==> src/rtl/moore_step_pkg.sv <==
// Shared types for the step arbiter: controller states and counter state encodings.
package moore_step_pkg;

  typedef enum logic [1:0] {
    IDLE = 2'd0,
    STEP = 2'd1,
    DONE = 2'd2
  } ctrl_state_e;

  localparam logic [1:0] S0 = 2'b00;
  localparam logic [1:0] S1 = 2'b01;
  localparam logic [1:0] S2 = 2'b10;
  localparam logic [1:0] S3 = 2'b11;

endpackage

==> src/rtl/moore_mod4_core.sv <==
// Four-state Moore step counter: advances one state per x_in pulse, wraps S3->S0.
module moore_mod4_core
  import moore_step_pkg::*;
(
  input  logic       clock,
  input  logic       reset,
  input  logic       x_in,
  output logic [1:0] state,
  output logic       y_out
);

  // NOTE: sequential state uses non-blocking (<=) so every flop samples pre-edge values.
  always_ff @(posedge clock) begin
    if (reset) begin
      state <= S0;
    end else if (x_in) begin
      case (state)
        S0:      state <= S1;
        S1:      state <= S2;
        S2:      state <= S3;
        default: state <= S0;
      endcase
    end
  end

  assign y_out = (state == S3);

endmodule

==> src/rtl/moore_step_arbiter.sv <==
// Round-robin arbiter that lets one requester at a time advance the shared
// mod-4 counter by a requested number of single-cycle step pulses.
module moore_step_arbiter
  import moore_step_pkg::*;
#(
  parameter int N_REQ  = 4,
  parameter int STEP_W = 4
) (
  input  logic                      clock,
  input  logic                      reset,
  input  logic [N_REQ-1:0]          req,
  input  logic [N_REQ*STEP_W-1:0]   steps,
  output logic [N_REQ-1:0]          gnt,
  output logic                      busy,
  output logic                      done,
  output logic [1:0]                state_out,
  output logic                      y_out
);

  localparam int IDX_W = (N_REQ > 1) ? $clog2(N_REQ) : 1;

  typedef struct packed {
    logic             valid;
    logic [IDX_W-1:0] idx;
  } pick_t;

  // First set request bit at or after p, wrapping modulo N_REQ. Scanning
  // downward lets the closest candidate to p overwrite the farther ones.
  function automatic pick_t rr_pick(input logic [N_REQ-1:0] r, input logic [IDX_W-1:0] p);
    pick_t res;
    int    idx;
    res = '0;
    for (int i = N_REQ - 1; i >= 0; i--) begin
      idx = int'(p) + i;
      if (idx >= N_REQ) idx = idx - N_REQ;
      if (r[idx]) begin
        res.valid = 1'b1;
        res.idx   = IDX_W'(idx);
      end
    end
    return res;
  endfunction

  ctrl_state_e       ctrl_q;
  logic [IDX_W-1:0]  ptr_q;
  logic [IDX_W-1:0]  w_q;
  logic [STEP_W-1:0] remaining_q;
  logic              step_q;

  pick_t             pick;
  logic [STEP_W-1:0] step_sel;

  // NOTE: every always_comb output gets a default first so no latch is inferred.
  always_comb begin
    pick     = rr_pick(req, ptr_q);
    step_sel = '0;
    if (pick.valid) step_sel = steps[pick.idx*STEP_W +: STEP_W];
  end

  // Outputs are registered alongside the state so they never see req combinationally.
  always_ff @(posedge clock) begin
    if (reset) begin
      ctrl_q      <= IDLE;
      ptr_q       <= '0;
      w_q         <= '0;
      remaining_q <= '0;
      step_q      <= 1'b0;
      gnt         <= '0;
      busy        <= 1'b0;
      done        <= 1'b0;
    end else begin
      case (ctrl_q)
        IDLE: begin
          if (pick.valid) begin
            w_q         <= pick.idx;
            remaining_q <= step_sel;
            gnt         <= N_REQ'(1) << pick.idx;
            busy        <= 1'b1;
            if (step_sel != '0) begin
              ctrl_q <= STEP;
              step_q <= 1'b1;
            end else begin
              ctrl_q <= DONE;
              done   <= 1'b1;
            end
          end
        end
        STEP: begin
          remaining_q <= remaining_q - STEP_W'(1);
          if (remaining_q == STEP_W'(1)) begin
            ctrl_q <= DONE;
            step_q <= 1'b0;
            done   <= 1'b1;
          end
        end
        DONE: begin
          ctrl_q <= IDLE;
          gnt    <= '0;
          busy   <= 1'b0;
          done   <= 1'b0;
          ptr_q  <= (w_q == IDX_W'(N_REQ - 1)) ? '0 : w_q + IDX_W'(1);
        end
        default: ctrl_q <= IDLE;
      endcase
    end
  end

  moore_mod4_core u_core (
    .clock (clock),
    .reset (reset),
    .x_in  (step_q),
    .state (state_out),
    .y_out (y_out)
  );

endmodule

==> config.mk <==
export PLATFORM = sky130hd
export DESIGN_NAME = moore_step_arbiter
export DESIGN_NICKNAME = d
export VERILOG_FILES = /design/src/rtl/moore_step_pkg.sv /design/src/rtl/moore_mod4_core.sv /design/src/rtl/moore_step_arbiter.sv
export SDC_FILE = /design/constraint.sdc
export NUM_CORES = 1
export LEC_CHECK = 0
export CORE_UTILIZATION = 40
export DETAILED_ROUTE_END_ITERATION = 7
export PLACE_DENSITY = 0.68
export SLEW_MARGIN = 20
export SYNTH_ARGS = -nofsm -noshare
export SYNTH_HDL_FRONTEND = slang
export SYNTH_SLANG_ARGS = --single-unit
==> constraint.sdc <==
create_clock -name clock -period 2.47 [get_ports clock]
set_input_delay 0.6175 -clock clock [delete_from_list [all_inputs] [get_ports clock]]
set_output_delay 0.6175 -clock clock [all_outputs]
set_load 0.05 [all_outputs]
After elaboration in Yosys (flattened, before gate mapping)
Cells that the tools add are included.
Widths: inputs -> output; s select.
{"block": "word_totals", "output_inout_bits": 9, "word_cells": 92, "in_bits": 22, "register_bits": 19}
{"block": "classes", "order_cmp": 8, "reduce_logical": 12, "add_sub_neg": 9, "muxes": 41, "n_eq_ne": 11, "shifts": 2}
{"op": "$lt 32x4->1 const B", "count": 4}
{"op": "$mux 32", "count": 4}
{"op": "$pmux 4 s2", "count": 2}
{"op": "$shiftx 16x5->4", "count": 1}
{"op": "$mux 1", "count": 15}
{"op": "$mux 3", "count": 4}
{"op": "$mux 4", "count": 3}
{"op": "$sub 3x3->4 const B", "count": 3}
{"op": "$ge 3x3->1 const B", "count": 3}
{"op": "$bmux 1 s2", "count": 4}
{"op": "$eq 2x2->1 const B", "count": 4}
{"op": "$mux 2", "count": 4}
{"op": "$ne 2x2->1 const B", "count": 4}
{"op": "$reduce_and 2->1", "count": 4}
{"op": "$reduce_and 4->1", "count": 2}
{"op": "$add 2x2->3 const B", "count": 2}
{"op": "$pmux 2 s3", "count": 1}
{"op": "$eq 2x1->1 const B", "count": 2}
{"op": "$eq 4x1->1 const B", "count": 1}
{"op": "$logic_not 2->1", "count": 2}
{"op": "$pmux 1 s2", "count": 2}
{"op": "$pmux 2 s2", "count": 1}
{"op": "$reduce_bool 2->1", "count": 2}
{"op": "$reduce_bool 4->1", "count": 1}
{"op": "other kinds (8)", "count": 8}

Logic depth before layout (Yosys ltp)
{"block": "depth", "depth_word": 16, "ltp_mapped": 8, "mapped_depth_nobuf": 7}

Modules after synthesis
Synthesis repeated with hierarchy kept, for this count alone.
{"block": "unflattened", "cells_unflattened": 127, "area_unflattened_um2": 1141.1}
{"mod": "moore_step_arbiter", "cells_each": 115, "seq_area_each_um2": 340.3, "area_per_inst_um2": 1027.2, "n_inst": 1}
{"mod": "moore_mod4_core", "cells_each": 12, "seq_area_each_um2": 40.0, "area_per_inst_um2": 113.9, "n_inst": 1}

Worst setup path after synthesis
No wires, ideal clock.
{"block": "synth_path", "path_kind": "input to register", "start": "in req[0]", "end": "reg ctrl_q[1]", "required_ns": 2.370, "arrival_ns": 2.057, "slack_ns": 0.313, "n_path_buf": 1, "cell_stages": 8, "setup_ns": 0.100, "path_cell_list": "a21oi_1 -> o21ai_1 -> o2bb2a_1 -> buf_4 -> mux2i_1 -> mux2_4 -> nand4_4 -> a2111oi_4"}
{"block": "synth_between", "elab_chain_cells": 13, "elab_cells_between_ends": 24, "classes_between": "eq/ne (1); shift (1); mux (20); reduce/logical (2)"}
{"element": "start: declaration", "line": "moore_step_arbiter.sv:11", "text": "input logic [N_REQ-1:0] req,"}
{"element": "$bmux 1 s2", "line": "moore_step_arbiter.sv:36", "text": "if (r[idx]) begin"}
{"element": "$mux 1 (not written as such) (2 in series)", "line": "moore_step_arbiter.sv:36"}
{"element": "$mux 3 (3 in series)", "line": "moore_step_arbiter.sv:36"}
{"element": "$mux 3 *", "line": "moore_step_arbiter.sv:36"}
{"element": "$shiftx 16x5->4", "line": "moore_step_arbiter.sv:57", "text": "if (pick.valid) step_sel = steps[pick.idx*STEP_W +: STEP_W];"}
{"element": "$mux 4", "line": "moore_step_arbiter.sv:57"}
{"element": "$reduce_bool 4->1", "line": "moore_step_arbiter.sv:79", "text": "if (step_sel != '0) begin"}
{"element": "$mux 2", "line": "moore_step_arbiter.sv:79"}
{"element": "$mux 2", "line": "moore_step_arbiter.sv:74", "text": "if (pick.valid) begin"}
{"element": "$pmux 2 s2", "line": "moore_step_arbiter.sv:72", "text": "case (ctrl_q)"}
{"element": "end signal: assignment", "line": "moore_step_arbiter.sv:80", "text": "ctrl_q <= STEP;"}
{"element": "end signal: assignment", "line": "moore_step_arbiter.sv:83", "text": "ctrl_q <= DONE;"}
{"element": "end signal: assignment", "line": "moore_step_arbiter.sv:91", "text": "ctrl_q <= DONE;"}
{"element": "end: declaration", "line": "moore_step_arbiter.sv:44", "text": "ctrl_state_e ctrl_q;"}
Mark *: on every way between the ends. The rest lies on a longest branch, timed or not. The select of a mux whose other input is x is not followed.
A chain may end at the register's enable or synchronous reset.

Worst setup path after layout
{"block": "layout_path", "start": "in req[1]", "end": "reg ctrl_q[1]"}
The elaborated chain is that of the path after synthesis.

==> metrics list <==
- Status: complete, no violations
- Of all flip-flops after synthesis, the portion carrying an async set or reset was 0.
- The number of global-route vias before repair was 966.
- After detailed placement, the total cell area comes to 0.00156 mm^2.
* Post-detailed-routing wire length: 2.52 mm
* Routed length on met3: 92 um
- Height of the chip: 55.3 um
* Core Box Area: 0.00257 mm^2
- Static timing analysis puts the maximum clock frequency at around 430 MHz.
- Transition time at the pin with the least slew margin: ~0.53 ns
- At the end of routability-driven placement, the weighted congestion stood at 0.730.
- dfxtp_1 is the most common cell in the netlist.
- The completed layout was analyzed and its total power is 1.56 mW.
* Number of clock sinks: 19
- In this run the worst path has a maximum fanout of 9.
- Synth Instances: between 100 and 150
- Boundary pin count: 31
- Post-route DRC violation count: 0
* Reg clk slew, reported paths: 0.10 ns
- DR iter-0 viols: 20
- Worst hold path class: reg2reg
- Flip-flop and latch count after synthesis: 19
- Post-route non-filler standard cell count: 198
- The later pin in the worst-skew pair is clocked with a latency of 0.30 ns.
- Static power due to leakage: 0.645 nW
- Counting distinct cell types in the post-synthesis netlist gives 36.
- Summing all non-filler instances in the final layout gives an area of 0.00159 mm^2.
- Power spread over the standard cell area amounts to 983 mW/mm^2.
- On the final layout, the worst hold slack is 0.461 ns.
* Warnings from Yosys: 0
- The total overflow left after global routing is 0.
- Pre-antenna DRT Iters: 4
- Wire segments on met2 add up to 1.33 mm in the final route.
- Vias per inst: between 5 and 6
* Site Rows: 18
- TritonCTS built the clock tree.
* Cell area after technology mapping: 0.00113 mm^2
* Final Hold Fails: 0
- Port buffering added 30 buffers.
* Worst hold path endpoint: busy
* Main flop type after synthesis: dfxtp_1
- Finish-stage setup viols: 0
- For this run, the total global-route usage over all layers was measured as 0.171.
- The detailed router placed between 1000 and 1500 vias in this run.
- Of the cells placed in the final design, the portion with a size suffix greater than 1 is 0.149.
* Initial antenna violation count: 0
- Synth area leader: dfxtp_1
- The first global-routing pass estimated 4.20 mm of wire.
* Min-Delay Startpoint: busy
* Wirelength per Cell: ~13 um
- Data on the critical path is required at its endpoint by 2.68 ns.
- Clock Root Buffer: clkbuf_4
* Unrepaired setup endpoints after global routing: no
- Top cells by count, synth: dfxtp_1, nor2_1, mux2i_1
* Setup Skew: 0.00330 ns
- Area of the die: 0.00305 mm^2
- Count of antenna-violating nets left after detailed routing: 0
* Post-synth EDFFs: 0
- Endpoint kind of the worst setup timing path: register
* Mean instance size in the synthesized netlist: 9.01 um^2
* Cells on Worst Hold Path: 2
* Initial cell density of the core: 0.442
- Uppermost signal routing layer after detailed routing: met4
- Data arrives at the worst endpoint at 2.53 ns.
* Worst Path Class, Setup: in2reg
- # nets final: 197
- Routed length on met1: 1.05 mm
- Sorting the synthesized cells by area gives the leading types as dfxtp_1, mux2i_1, ha_1.
* CTS buffer count: 3
- The clock passes through at most 2 buffers.
* Share of the cycle needed by the critical path after routing: 0.939
- The number of nets in the synthesized netlist is roughly 150.
* Post-DP HPWL: roughly 2.1 mm
- Relative slew slack: 0.648
- Ant. Diodes: 0
- Entering global routing, the biggest net connects 14 pins.
- Number of cell instances on the worst register-to-register path: 8
- Final Slew Violations: 0
* Fraction of post-synthesis cell area in the top cell type by area: 0.335
* Final cell utilization of the core: 0.619
- Total of max-cap violations: 0
* FF-to-FF setup slack: between 0.4 and 0.5 ns
- Worst flop-to-flop path endpoint: ctrl_q[1]
- Hold buffer count at cts: 0
* Dpl cells: about 190
* Part of the Yosys area used for sequential elements: 0.335
* Final min period: roughly 2.3 ns
* VDD IR max: 696 uV
- Area Growth Syn to Fin: 40.1%
* Start of the worst register-to-register path: ptr_q[1]
- The worst setup path is launched from an input port.
- Number of levels in the clock H-tree: 1
- Die X: 55.3 um
## through the flow
step	setup WS [ns]	setup TNS, ns
after detailed placement	-0.241	-0.945
after CTS	0.0836	0
after floorplan	0.313	0
after global placement	-0.153	-0.497
after global routing	0.0265	0
final	0.150	0
## cell usage in the layout, fill, tap and decap left out, types with 4 or more instances in the layout
cell / instances
dfxtp_1: 19
inv_1: 7
mux2i_1: 11
a21oi_1: 10
nand2_1: 10
mux2_4: 4
clkdlybuf4s50_1: 29
nor2_1: 17
buf_4: 12
ha_1: 6
## cell type report
type / instances / area, um^2
fill: 235 / 977
clock inverter: 1 / 5.00
inverter: 7 / 26.3
timing repair buffer: 43 / 413
multi-input combinational: 95 / 706
sequential: 19 / 380
clock buffer: 3 / 22.5
tap: 30 / 37.5
## layer usage
| metal | vias up | track usage |
|---|---|---|
| li1 | 534 | - |
| met1 | 475 | 0.194 |
| met2 | 23 | 0.306 |
| met3 | 6 | 0.0445 |
| met4 | 0 | 0.0643 |
| met5 | - | 0 |
## worst max path at each step
stage,start,endpoint,cells past startpoint
global route,req[1],ctrl_q[1],9
floorplan,req[0],ctrl_q[1],8
global placement,req[0],ctrl_q[1],9
finish,req[1],ctrl_q[1],9
detailed placement,req[0],ctrl_q[1],9
CTS,req[0],ctrl_q[1],9
## cells by family after synthesis
family	synth area share
compound gates	0.194
simple gates	0.204
flops	0.335
buf+inv	0.0430
fa+ha+maj	0.0662
mux	0.150
xor+xnor	0.00772
## state kept, by name, indices dropped and copies added (netlist names)
signal,cells
done,1
u_core.state,2
w_q,2
step_q,1
gnt,4
busy,1
remaining_q,4
ctrl_q,2
ptr_q,2
## critical path, stage by stage
cell             delay (ns)
clkdlybuf4s50_1        0.44
a21oi_1                0.14
o21ai_1                0.06
o2bb2a_1               0.27
buf_12                 0.14
mux2i_1                0.21
mux2_4                 0.21
nand4_4                0.10
a2111oi_4              0.34
## power by group
group          internal [mW]  total (mW)  switching (mW)  leakage, nW
Sequential             0.410       0.517           0.108        0.157
Combinational          0.411       0.893           0.482        0.471
Clock                 0.0604       0.153          0.0921       0.0177
## repair_timing
action / 4_1_cts / 5_1_grt
endpoints found under the hold margin: 0 / 0
buffers inserted: 0 / 0
setup endpoints to repair: 0 / 1
resized for setup: 0 / 1
(Power assumes the default switching activity.)
